==> src/rtl/bcd_pkg.sv <==
// Shared constants and state encoding for the sequential BCD-to-Excess-3 converter.
package bcd_pkg;

    localparam int unsigned DIGIT_W     = 4;
    localparam logic [3:0]  EX3_BIAS    = 4'd3;
    localparam logic [3:0]  EX3_INVALID = 4'h0;
    localparam logic [3:0]  BCD_MAX     = 4'd9;

    typedef enum logic [1:0] {
        IDLE,
        CONV,
        DONE
    } bcd_seq_state_t;

endpackage

==> src/rtl/bcd_ex3_seq_if.sv <==
// Input/output handshake bundle for bcd_ex3_seq; master drives words in, slave is the converter.
interface bcd_ex3_seq_if
    import bcd_pkg::*;
#(
    parameter int unsigned DIGITS = 4
);

    logic                        in_valid;
    logic                        in_ready;
    logic [DIGIT_W*DIGITS-1:0]   in_bcd;
    logic                        out_valid;
    logic                        out_ready;
    logic [DIGIT_W*DIGITS-1:0]   out_ex3;
    logic [DIGITS-1:0]           out_err;
    logic                        busy;

    modport master (
        output in_valid,
        output in_bcd,
        output out_ready,
        input  in_ready,
        input  out_valid,
        input  out_ex3,
        input  out_err,
        input  busy
    );

    modport slave (
        input  in_valid,
        input  in_bcd,
        input  out_ready,
        output in_ready,
        output out_valid,
        output out_ex3,
        output out_err,
        output busy
    );

endinterface

==> src/rtl/bcd_digit_ex3.sv <==
// Single-digit BCD to Excess-3 converter; digits above 9 map to an illegal code and flag an error.
module bcd_digit_ex3
    import bcd_pkg::*;
(
    input  logic [3:0] digit,
    output logic [3:0] ex3,
    output logic       digit_err
);

    always_comb begin
        digit_err = (digit > BCD_MAX);
        ex3       = digit_err ? EX3_INVALID : (digit + EX3_BIAS);
    end

endmodule

==> src/rtl/bcd_ex3_seq.sv <==
// Multi-digit BCD to Excess-3 converter: walks digits LSD first through one shared
// single-digit converter, one digit per clock, between two valid/ready handshakes.
module bcd_ex3_seq
    import bcd_pkg::*;
#(
    parameter int unsigned DIGITS = 4
) (
    input  logic         clk,
    input  logic         rst,
    bcd_ex3_seq_if.slave bus
);

    localparam int unsigned DATA_W = DIGIT_W * DIGITS;
    localparam int unsigned IDX_W  = (DIGITS > 1) ? $clog2(DIGITS) : 1;
    localparam logic [IDX_W-1:0] IDX_LAST = IDX_W'(DIGITS - 1);

    bcd_seq_state_t    state_q;
    logic [IDX_W-1:0]  idx_q;
    logic [DATA_W-1:0] src_q;
    logic [DATA_W-1:0] ex3_q;
    logic [DIGITS-1:0] err_q;

    logic [3:0] cur_digit;
    logic [3:0] cur_ex3;
    logic       cur_err;

    always_comb begin
        cur_digit = src_q[idx_q*DIGIT_W +: DIGIT_W];
    end

    bcd_digit_ex3 u_digit (
        .digit     (cur_digit),
        .ex3       (cur_ex3),
        .digit_err (cur_err)
    );

    always_ff @(posedge clk or posedge rst) begin
        if (rst) begin
            state_q <= IDLE;
            idx_q   <= '0;
            src_q   <= '0;
            ex3_q   <= '0;
            err_q   <= '0;
        end else begin
            unique case (state_q)
                IDLE: begin
                    if (bus.in_valid) begin
                        src_q   <= bus.in_bcd;
                        ex3_q   <= '0;
                        err_q   <= '0;
                        idx_q   <= '0;
                        state_q <= CONV;
                    end
                end
                CONV: begin
                    ex3_q[idx_q*DIGIT_W +: DIGIT_W] <= cur_ex3;
                    err_q[idx_q]                    <= cur_err;
                    // idx parks on the last digit; only an accept or reset returns it to 0
                    if (idx_q == IDX_LAST) begin
                        state_q <= DONE;
                    end else begin
                        idx_q <= idx_q + 1'b1;
                    end
                end
                DONE: begin
                    if (bus.out_ready) begin
                        state_q <= IDLE;
                    end
                end
                default: state_q <= IDLE;
            endcase
        end
    end

    // in_ready is masked by rst so nothing can be offered while reset is held
    assign bus.in_ready  = (state_q == IDLE) && !rst;
    assign bus.out_valid = (state_q == DONE);
    assign bus.busy      = (state_q != IDLE);
    assign bus.out_ex3   = ex3_q;
    assign bus.out_err   = err_q;

endmodule
==> src/flat_wrapper.sv <==
// flat-port wrapper written by rule: the top's interface ports become plain ports
module bcd_ex3_seq_flat import bcd_pkg::*;
#(
    parameter int unsigned DIGITS = 4
)
  (clk, rst, bus_in_valid, bus_in_bcd, bus_out_ready, bus_in_ready, bus_out_valid, bus_out_ex3, bus_out_err, bus_busy);
  bcd_ex3_seq_if #(.DIGITS(DIGITS)) bus_i ();
  input  logic clk;
  input  logic rst;
  input wire logic [$bits(bus_i.in_valid)-1:0] bus_in_valid;
  input wire logic [$bits(bus_i.in_bcd)-1:0] bus_in_bcd;
  input wire logic [$bits(bus_i.out_ready)-1:0] bus_out_ready;
  output wire logic [$bits(bus_i.in_ready)-1:0] bus_in_ready;
  output wire logic [$bits(bus_i.out_valid)-1:0] bus_out_valid;
  output wire logic [$bits(bus_i.out_ex3)-1:0] bus_out_ex3;
  output wire logic [$bits(bus_i.out_err)-1:0] bus_out_err;
  output wire logic [$bits(bus_i.busy)-1:0] bus_busy;
  assign bus_i.in_valid = bus_in_valid;
  assign bus_i.in_bcd = bus_in_bcd;
  assign bus_i.out_ready = bus_out_ready;
  assign bus_in_ready = bus_i.in_ready;
  assign bus_out_valid = bus_i.out_valid;
  assign bus_out_ex3 = bus_i.out_ex3;
  assign bus_out_err = bus_i.out_err;
  assign bus_busy = bus_i.busy;
  bcd_ex3_seq #(.DIGITS(DIGITS)) u_core (.clk(clk), .rst(rst), .bus(bus_i));
endmodule
==> config.mk <==
export PLATFORM = sky130hd
export DESIGN_NAME = bcd_ex3_seq_flat
export DESIGN_NICKNAME = d
export VERILOG_FILES = /design/src/rtl/bcd_pkg.sv /design/src/rtl/bcd_ex3_seq_if.sv /design/src/rtl/bcd_digit_ex3.sv /design/src/rtl/bcd_ex3_seq.sv /design/src/flat_wrapper.sv
export SDC_FILE = /design/constraint.sdc
export NUM_CORES = 1
export LEC_CHECK = 0
export BUFFER_PORTS_ARGS = -buffer_cell sky130_fd_sc_hd__buf_4
export CAP_MARGIN = 20
export CORE_MARGIN = 2
export CORE_UTILIZATION = 50
export DETAILED_ROUTE_END_ITERATION = 7
export HOLD_SLACK_MARGIN = 0.03
export PLACE_DENSITY = 0.76
export SLEW_MARGIN = 15
export SYNTH_ARGS = -nofsm -noshare
export SYNTH_HDL_FRONTEND = slang
export SYNTH_HIERARCHICAL = 1
export SYNTH_SLANG_ARGS = --single-unit
export TNS_END_PERCENT = 50
==> constraint.sdc <==
create_clock -name clk -period 2.4 [get_ports clk]
set_input_delay 0.48 -clock clk [delete_from_list [all_inputs] [get_ports clk]]
set_output_delay 0.48 -clock clk [all_outputs]
set_load 0.005 [all_outputs]
==> metrics.yaml, run 1 <==
status: "complete, no violations"
reg2reg_from: "u_core/idx_q[0]$_DFFE_PP0P_"
dr.pass1.iters: 4
register_area_um2: 1000
htreeDepth: 2
rr_worst_depth: 8
dp.cells: 240
cts_sinks: 40
antenna_left: 0
worst_slack_ns: 0.190
setup.worst_path.end_class: "flip-flop"
cts_tree: "yes"
period_minus_slack_ns: 2.21
diodes: 0
critical_path_class: "flip-flop to flip-flop"
numCtsBuffers: 5
nFillCells: 312
grt_antenna_before_repair: 0
pre_cts_slack_ns: 0.192
peakVddDrop_v: 0.000661
synthTopCellsByArea: "dfrtp_1 (50%), mux2_2 (9.0%), a22o_1 (7.4%)"
crit_path_start_kind: "flip-flop"
post-route-period-util_pct: 92.1
drv_cap: 0
path_clk_slew_ns: 0.08
insertion_delay_ns: 0.30
grt_pass1_wl_um: 6940
tns_ns: 0
required_ns: 2.59
final-max-slew-violation-count: 0
clk_path_buf_depth: 2
grt_max_degree: 41
via_per_inst: 5.62
num_vias: 1393
post_drt_wl_per_cell_um: 16.4
fin_skew_ns: 0.00834
yosysUniqueCellTypes: 35
die_h_um: 67.4
gp_congestion: 0.830
timing.fmax_mhz: 453
synth_edf_count: 0
async_reset_ff_share_pct: 100
area_growth_pct: 23.1
row_count: 23
grt_pass1_vias: 1471
min_path_type: "primary input to async pin"
grt_overflow_total: 0
ys_seq_elements: 40
worst_path_max_delay_cell: "mux4_2"
synth_area_per_cell_um2: 13.3
maxSlewHeadroom_pct: 61.7
cts_hold_buffers: 0
ios: 43
rsz0062_at_grt: "no"
critPathMaxStageDelay_ns: 0.58
ys.flop_type: "dfrtp_1"
synthCells: 151
layout-drive-gt1-share_pct: 41.9
ctsResizeCount: 0
synth_fp_nets: 181
worst_pin_slew_ns: 0.574
cp.arrival_ns: 2.40
yosysSeqAreaShare_pct: 49.8
multi_input_area_um2: 933
path_cells: "mux4_2 -> inv_1 -> ha_1 -> o21bai_4 -> and2_1 -> nand2_1 -> o22ai_1 -> a22o_1"
drt_wl_total_um: 4080
io_buffer_count: 42
root_buffer: "clkbuf_8"
route.detailed.drc: 0
instances_no_fill: 248
power_leakage_nw: 1.22
synth.yosys.warnings: 6
yosys.area.top_type: "dfrtp_1"
r2r_slack_ns: 0.19
postCtsSetupBuffers: 0
initial_core_util_pct: 50.9
drt_iter0_drc: 73
die_area_um2: 4540
reg2reg_to: "u_core/bus.out_err[1]$_DFFE_PP0P_"
place_hpwl_um: 3020
hold_viol: 0
synth_top_area_share_pct: 49.8
core_area_um2: 3940
fin_nets: 227
syn_area_um2: 2010
die_w_um: 67.4
setup_viol: 0
crit_fanout: 4
grt_util_all_layers_pct: 20.9
power_density_nw_per_um2: 1420
synth_stat cells (2+ instances only):
library cell  number
nand2_1            6
a21o_1             6
o21ai_0            2
ha_1              10
a32o_1             2
inv_1              8
a22o_1            17
nor3b_2            2
or2_2              2
buf_4              3
o2111a_1           2
nor2_1             4
a21oi_1            5
mux2_2            16
dfrtp_1           40
mux4_2             4
buf_2              2
nor2b_1            3
cells by family after synthesis:
logic type / after synthesis / synth area share [%]
AOI/OAI and AO/OA: 38 / 15.6
xor gates and xnor gates: 1 / 0.436
adders and majority gates: 10 / 6.23
buffers and inverters: 14 / 3.68
DFF: 40 / 49.8
muxes: 22 / 14.7
and+or+nand+nor: 26 / 9.53
stage by stage:
step	total power, W	utilization (%)	hold WS (ns)	cell area (um2)
global route	0.00379	62.7	0.355	2470
CTS	0.00353	62.7	0.329	2470
floorplan	0.00246	-	0.473	2010
finish	0.00351	62.7	0.313	2470
global placement	0.00288	60.0	0.464	2360
detailed placement	0.00299	60.0	0.474	2360
placed cells by master (no fill, tap or decap), types with 4 or more instances in the layout:
cell type	count
buf_4	45
dfrtp_1	40
a22o_1	17
mux2_2	16
ha_1	10
inv_1	8
nand2_1	6
a21o_1	6
clkbuf_8	5
a21oi_1	5
nor2_1	4
mux4_2	4
how the worst max path moves through the flow:
stage                                      from                                 to  slack (ns)  depth (start not counted)
detailed placement  u_core/idx_q[0]$_DFFE_PP0P_  u_core/bus.out_err[1]$_DFFE_PP0P_        0.19                          8
global route        u_core/idx_q[0]$_DFFE_PP0P_  u_core/bus.out_err[1]$_DFFE_PP0P_        0.06                          8
finish              u_core/idx_q[0]$_DFFE_PP0P_  u_core/bus.out_err[1]$_DFFE_PP0P_        0.19                          8
CTS                 u_core/idx_q[0]$_DFFE_PP0P_  u_core/bus.out_err[1]$_DFFE_PP0P_        0.18                          8
floorplan           u_core/idx_q[0]$_DFFE_PP0P_  u_core/bus.out_err[1]$_DFFE_PP0P_        0.24                          9
global placement    u_core/idx_q[0]$_DFFE_PP0P_  u_core/bus.out_err[1]$_DFFE_PP0P_        0.29                          8
power breakdown:
part	internal (W)	switching [W]	total, W
clock network	0.000308	0.000230	0.000538
logic	0.000876	0.000928	0.00180
registers	0.000938	0.000233	0.00117
critical path, delay by kind of cell, from the launching register on:
| family | cells | cell delay (ns) |
|---|---|---|
| flip-flops | 1 | 0.45 |
| adder cells (fa/ha/maj) | 1 | 0.25 |
| AND/OR/NAND/NOR | 2 | 0.29 |
| multiplexers | 1 | 0.58 |
| buffers and inverters | 1 | 0.08 |
| AO/OA/AOI/OAI | 3 | 0.44 |
registers in the layout, indices dropped and copies added (netlist names):
signal and flops:
u_core/state_q 2, u_core/bus.out_err 4, u_core/idx_q 2, u_core/bus.out_ex3 16, u_core/src_q 16
cell type report:
cell class | instances | share of cell area, %
clock inverter | 2 | 1.42
inverter | 8 | 1.21
clock buffer | 6 | 2.94
multi-input combinational | 97 | 37.8
sequential | 40 | 40.5
tap | 50 | 2.53
timing repair buffer | 45 | 13.7
routing by layer:
metal | wire [um] | track usage [%]
met1 | 1730 | 24.5
met3 | 167 | 4.00
met5 | 0 | 0
met2 | 2110 | 37.1
met4 | 70 | 9.18
Power figures use the tool's default switching activity.
==> inputs of run 2 (changes only) <==
--- a/config.mk
+++ b/config.mk
@@ -7,11 +7,13 @@
 export LEC_CHECK = 0
 export BUFFER_PORTS_ARGS = -buffer_cell sky130_fd_sc_hd__buf_4
 export CAP_MARGIN = 20
+export CELL_PAD_IN_SITES_DETAIL_PLACEMENT = 1
+export CELL_PAD_IN_SITES_GLOBAL_PLACEMENT = 1
 export CORE_MARGIN = 2
-export CORE_UTILIZATION = 50
+export CORE_UTILIZATION = 43
 export DETAILED_ROUTE_END_ITERATION = 7
-export HOLD_SLACK_MARGIN = 0.03
-export PLACE_DENSITY = 0.76
+export HOLD_SLACK_MARGIN = 0.12
+export PLACE_DENSITY = 0.8
 export SLEW_MARGIN = 15
 export SYNTH_ARGS = -nofsm -noshare
 export SYNTH_HDL_FRONTEND = slang
==> metrics.yaml, run 2 (synthesis results as in run 1) <==
status: "complete, no violations"
final_util_pct: 56.0
cts_sinks: 40
rsz0062_at_grt: "no"
hold_viol: 0
grt_pass1_vias: 1498
drt_iter0_drc: 34
cts_tree: "yes"
area_growth_pct: 23.1
reg2reg_from: "u_core/idx_q[0]$_DFFE_PP0P_"
grt_max_degree: 41
power_w: 0.00348
antenna_left: 0
route.detailed.drc: 0
required_ns: 2.64
initial_core_util_pct: 45.5
cts_hold_buffers: 0
rr_worst_depth: 7
die_h_um: 72.3
cp.arrival_ns: 2.44
final_cell_mix: "buf_4 (46), dfrtp_1 (40), a22o_1 (17), mux2_2 (16), ha_1 (10)"
tns_ns: 0
critPathMaxStageDelay_ns: 0.57
reg2reg_to: "u_core/bus.out_ex3[8]$_DFFE_PP0P_"
timing.fmax_mhz: 454
path_cells: "mux4_2 -> inv_1 -> ha_1 -> o21bai_4 -> a21oi_1 -> nor2b_1 -> a32o_1"
cp-endpoint: "u_core/bus.out_ex3[8]$_DFFE_PP0P_"
post_drt_wl_per_cell_um: 17.8
stdcell_area_um2: 2470
crit_path_start_kind: "flip-flop"
final-max-slew-violation-count: 0
crit_fanout: 4
place_hpwl_um: 3400
grt_util_all_layers_pct: 19.2
worst_slack_ns: 0.198
insertion_delay_ns: 0.30
mostFrequentLayoutCell: "buf_4"
dr.pass1.iters: 4
numCtsBuffers: 5
ios: 43
maxSlewHeadroom_pct: 61.8
htreeDepth: 2
post-route-period-util_pct: 91.7
num_vias: 1387
io_buffer_count: 42
postCtsSetupBuffers: 0
die_area_um2: 5230
r2r_slack_ns: 0.20
diodes: 0
grt_pass1_wl_um: 7560
clk_path_buf_depth: 2
grt_antenna_before_repair: 0
postPlaceCellArea_um2: 2370
drt_wl_total_um: 4460
power_density_nw_per_um2: 1410
die_w_um: 72.3
gp_congestion: 0.795
fin_skew_ns: 0.00638
row_count: 24
setup.worst_path.end_class: "flip-flop"
root_buffer: "clkbuf_8"
critical_path_class: "flip-flop to flip-flop"
period_minus_slack_ns: 2.20
core_area_um2: 4410
min_path_type: "primary input to async pin"
worst_pin_slew_ns: 0.571
ctsResizeCount: 0
grt_overflow_total: 0
drv_cap: 0
pre_cts_slack_ns: 0.169
setup_viol: 0
power_leakage_nw: 1.22
worstSetupStartpoint: "u_core/idx_q[0]$_DFFE_PP0P_"
fin_nets: 228
path_clk_slew_ns: 0.08
peakVddDrop_v: 0.000609
worst_path_max_delay_cell: "mux4_2"
layout-drive-gt1-share_pct: 42.7
via_per_inst: 5.53
-- run 2: cell types whose count changed in the layout (fill, tap and decap cells not counted) --
cell / before / now
buf_4: 45 / 46
bufinv_16: 1 / 0
clkbuf_1: 1 / 0
clkbuf_8: 5 / 6
inv_6: 0 / 1
-- run 2: worst min-delay path by stage --
stage | from | endpoint | slack, ns | depth (start not counted)
floorplan | u_core/bus.out_err[0]$_DFFE_PP0P_ | u_core/bus.out_err[0]$_DFFE_PP0P_ | 0.47 | 1
global placement | u_core/bus.out_err[2]$_DFFE_PP0P_ | u_core/bus.out_err[2]$_DFFE_PP0P_ | 0.46 | 1
detailed placement | u_core/bus.out_err[0]$_DFFE_PP0P_ | u_core/bus.out_err[0]$_DFFE_PP0P_ | 0.47 | 1
CTS | rst | u_core/bus.out_ex3[9]$_DFFE_PP0P_ | 0.33 | 3
global route | rst | u_core/bus.out_ex3[9]$_DFFE_PP0P_ | 0.35 | 3
finish | rst | u_core/state_q[1]$_DFFE_PP0P_ | 0.31 | 3
-- run 2: final cells by class --
| cell class | instances | area, um2 |
|---|---|---|
| Fill cell | 447 | 1940 |
| Sequential cell | 40 | 1000 |
| Multi-Input combinational cell | 97 | 933 |
| Timing Repair Buffer | 46 | 345 |
| Clock buffer | 6 | 82.6 |
| Tap cell | 52 | 65.1 |
| Inverter | 8 | 30.0 |
| Clock inverter | 2 | 13.8 |
-- run 2: through the flow --
| step | cells | hold WS [ns] |
|---|---|---|
| final | 251 | 0.312 |
| after CTS | 251 | 0.326 |
| after global routing | 251 | 0.351 |
| after global placement | 243 | 0.464 |
| after floorplan | 151 | 0.473 |
| after detailed placement | 243 | 0.473 |
-- run 2: layer usage --
metal	wire length [um]	track usage, %	up-vias
met5	0	0	-
met1	1880	23.3	690
met4	115	9.01	0
met3	217	4.58	11
met2	2250	32.3	37
li1	-	-	649
-- run 2: where the power goes --
part | internal (W) | leakage [nW] | switching, W
logic | 0.000885 | 0.653 | 0.000956
clock network | 0.000235 | 0.0516 | 0.000245
registers | 0.000938 | 0.514 | 0.000225
total | 0.00206 | 1.22 | 0.00143
-- run 2: worst max-delay path: cells and delay by family, from the launching register on --
kind	cells	cell delay [ns]
buffers and inverters	1	0.09
adder cells (fa/ha/maj)	1	0.26
AO/OA/AOI/OAI	3	0.59
multiplexers	1	0.57
AND/OR/NAND/NOR	1	0.19
flip-flops	1	0.45
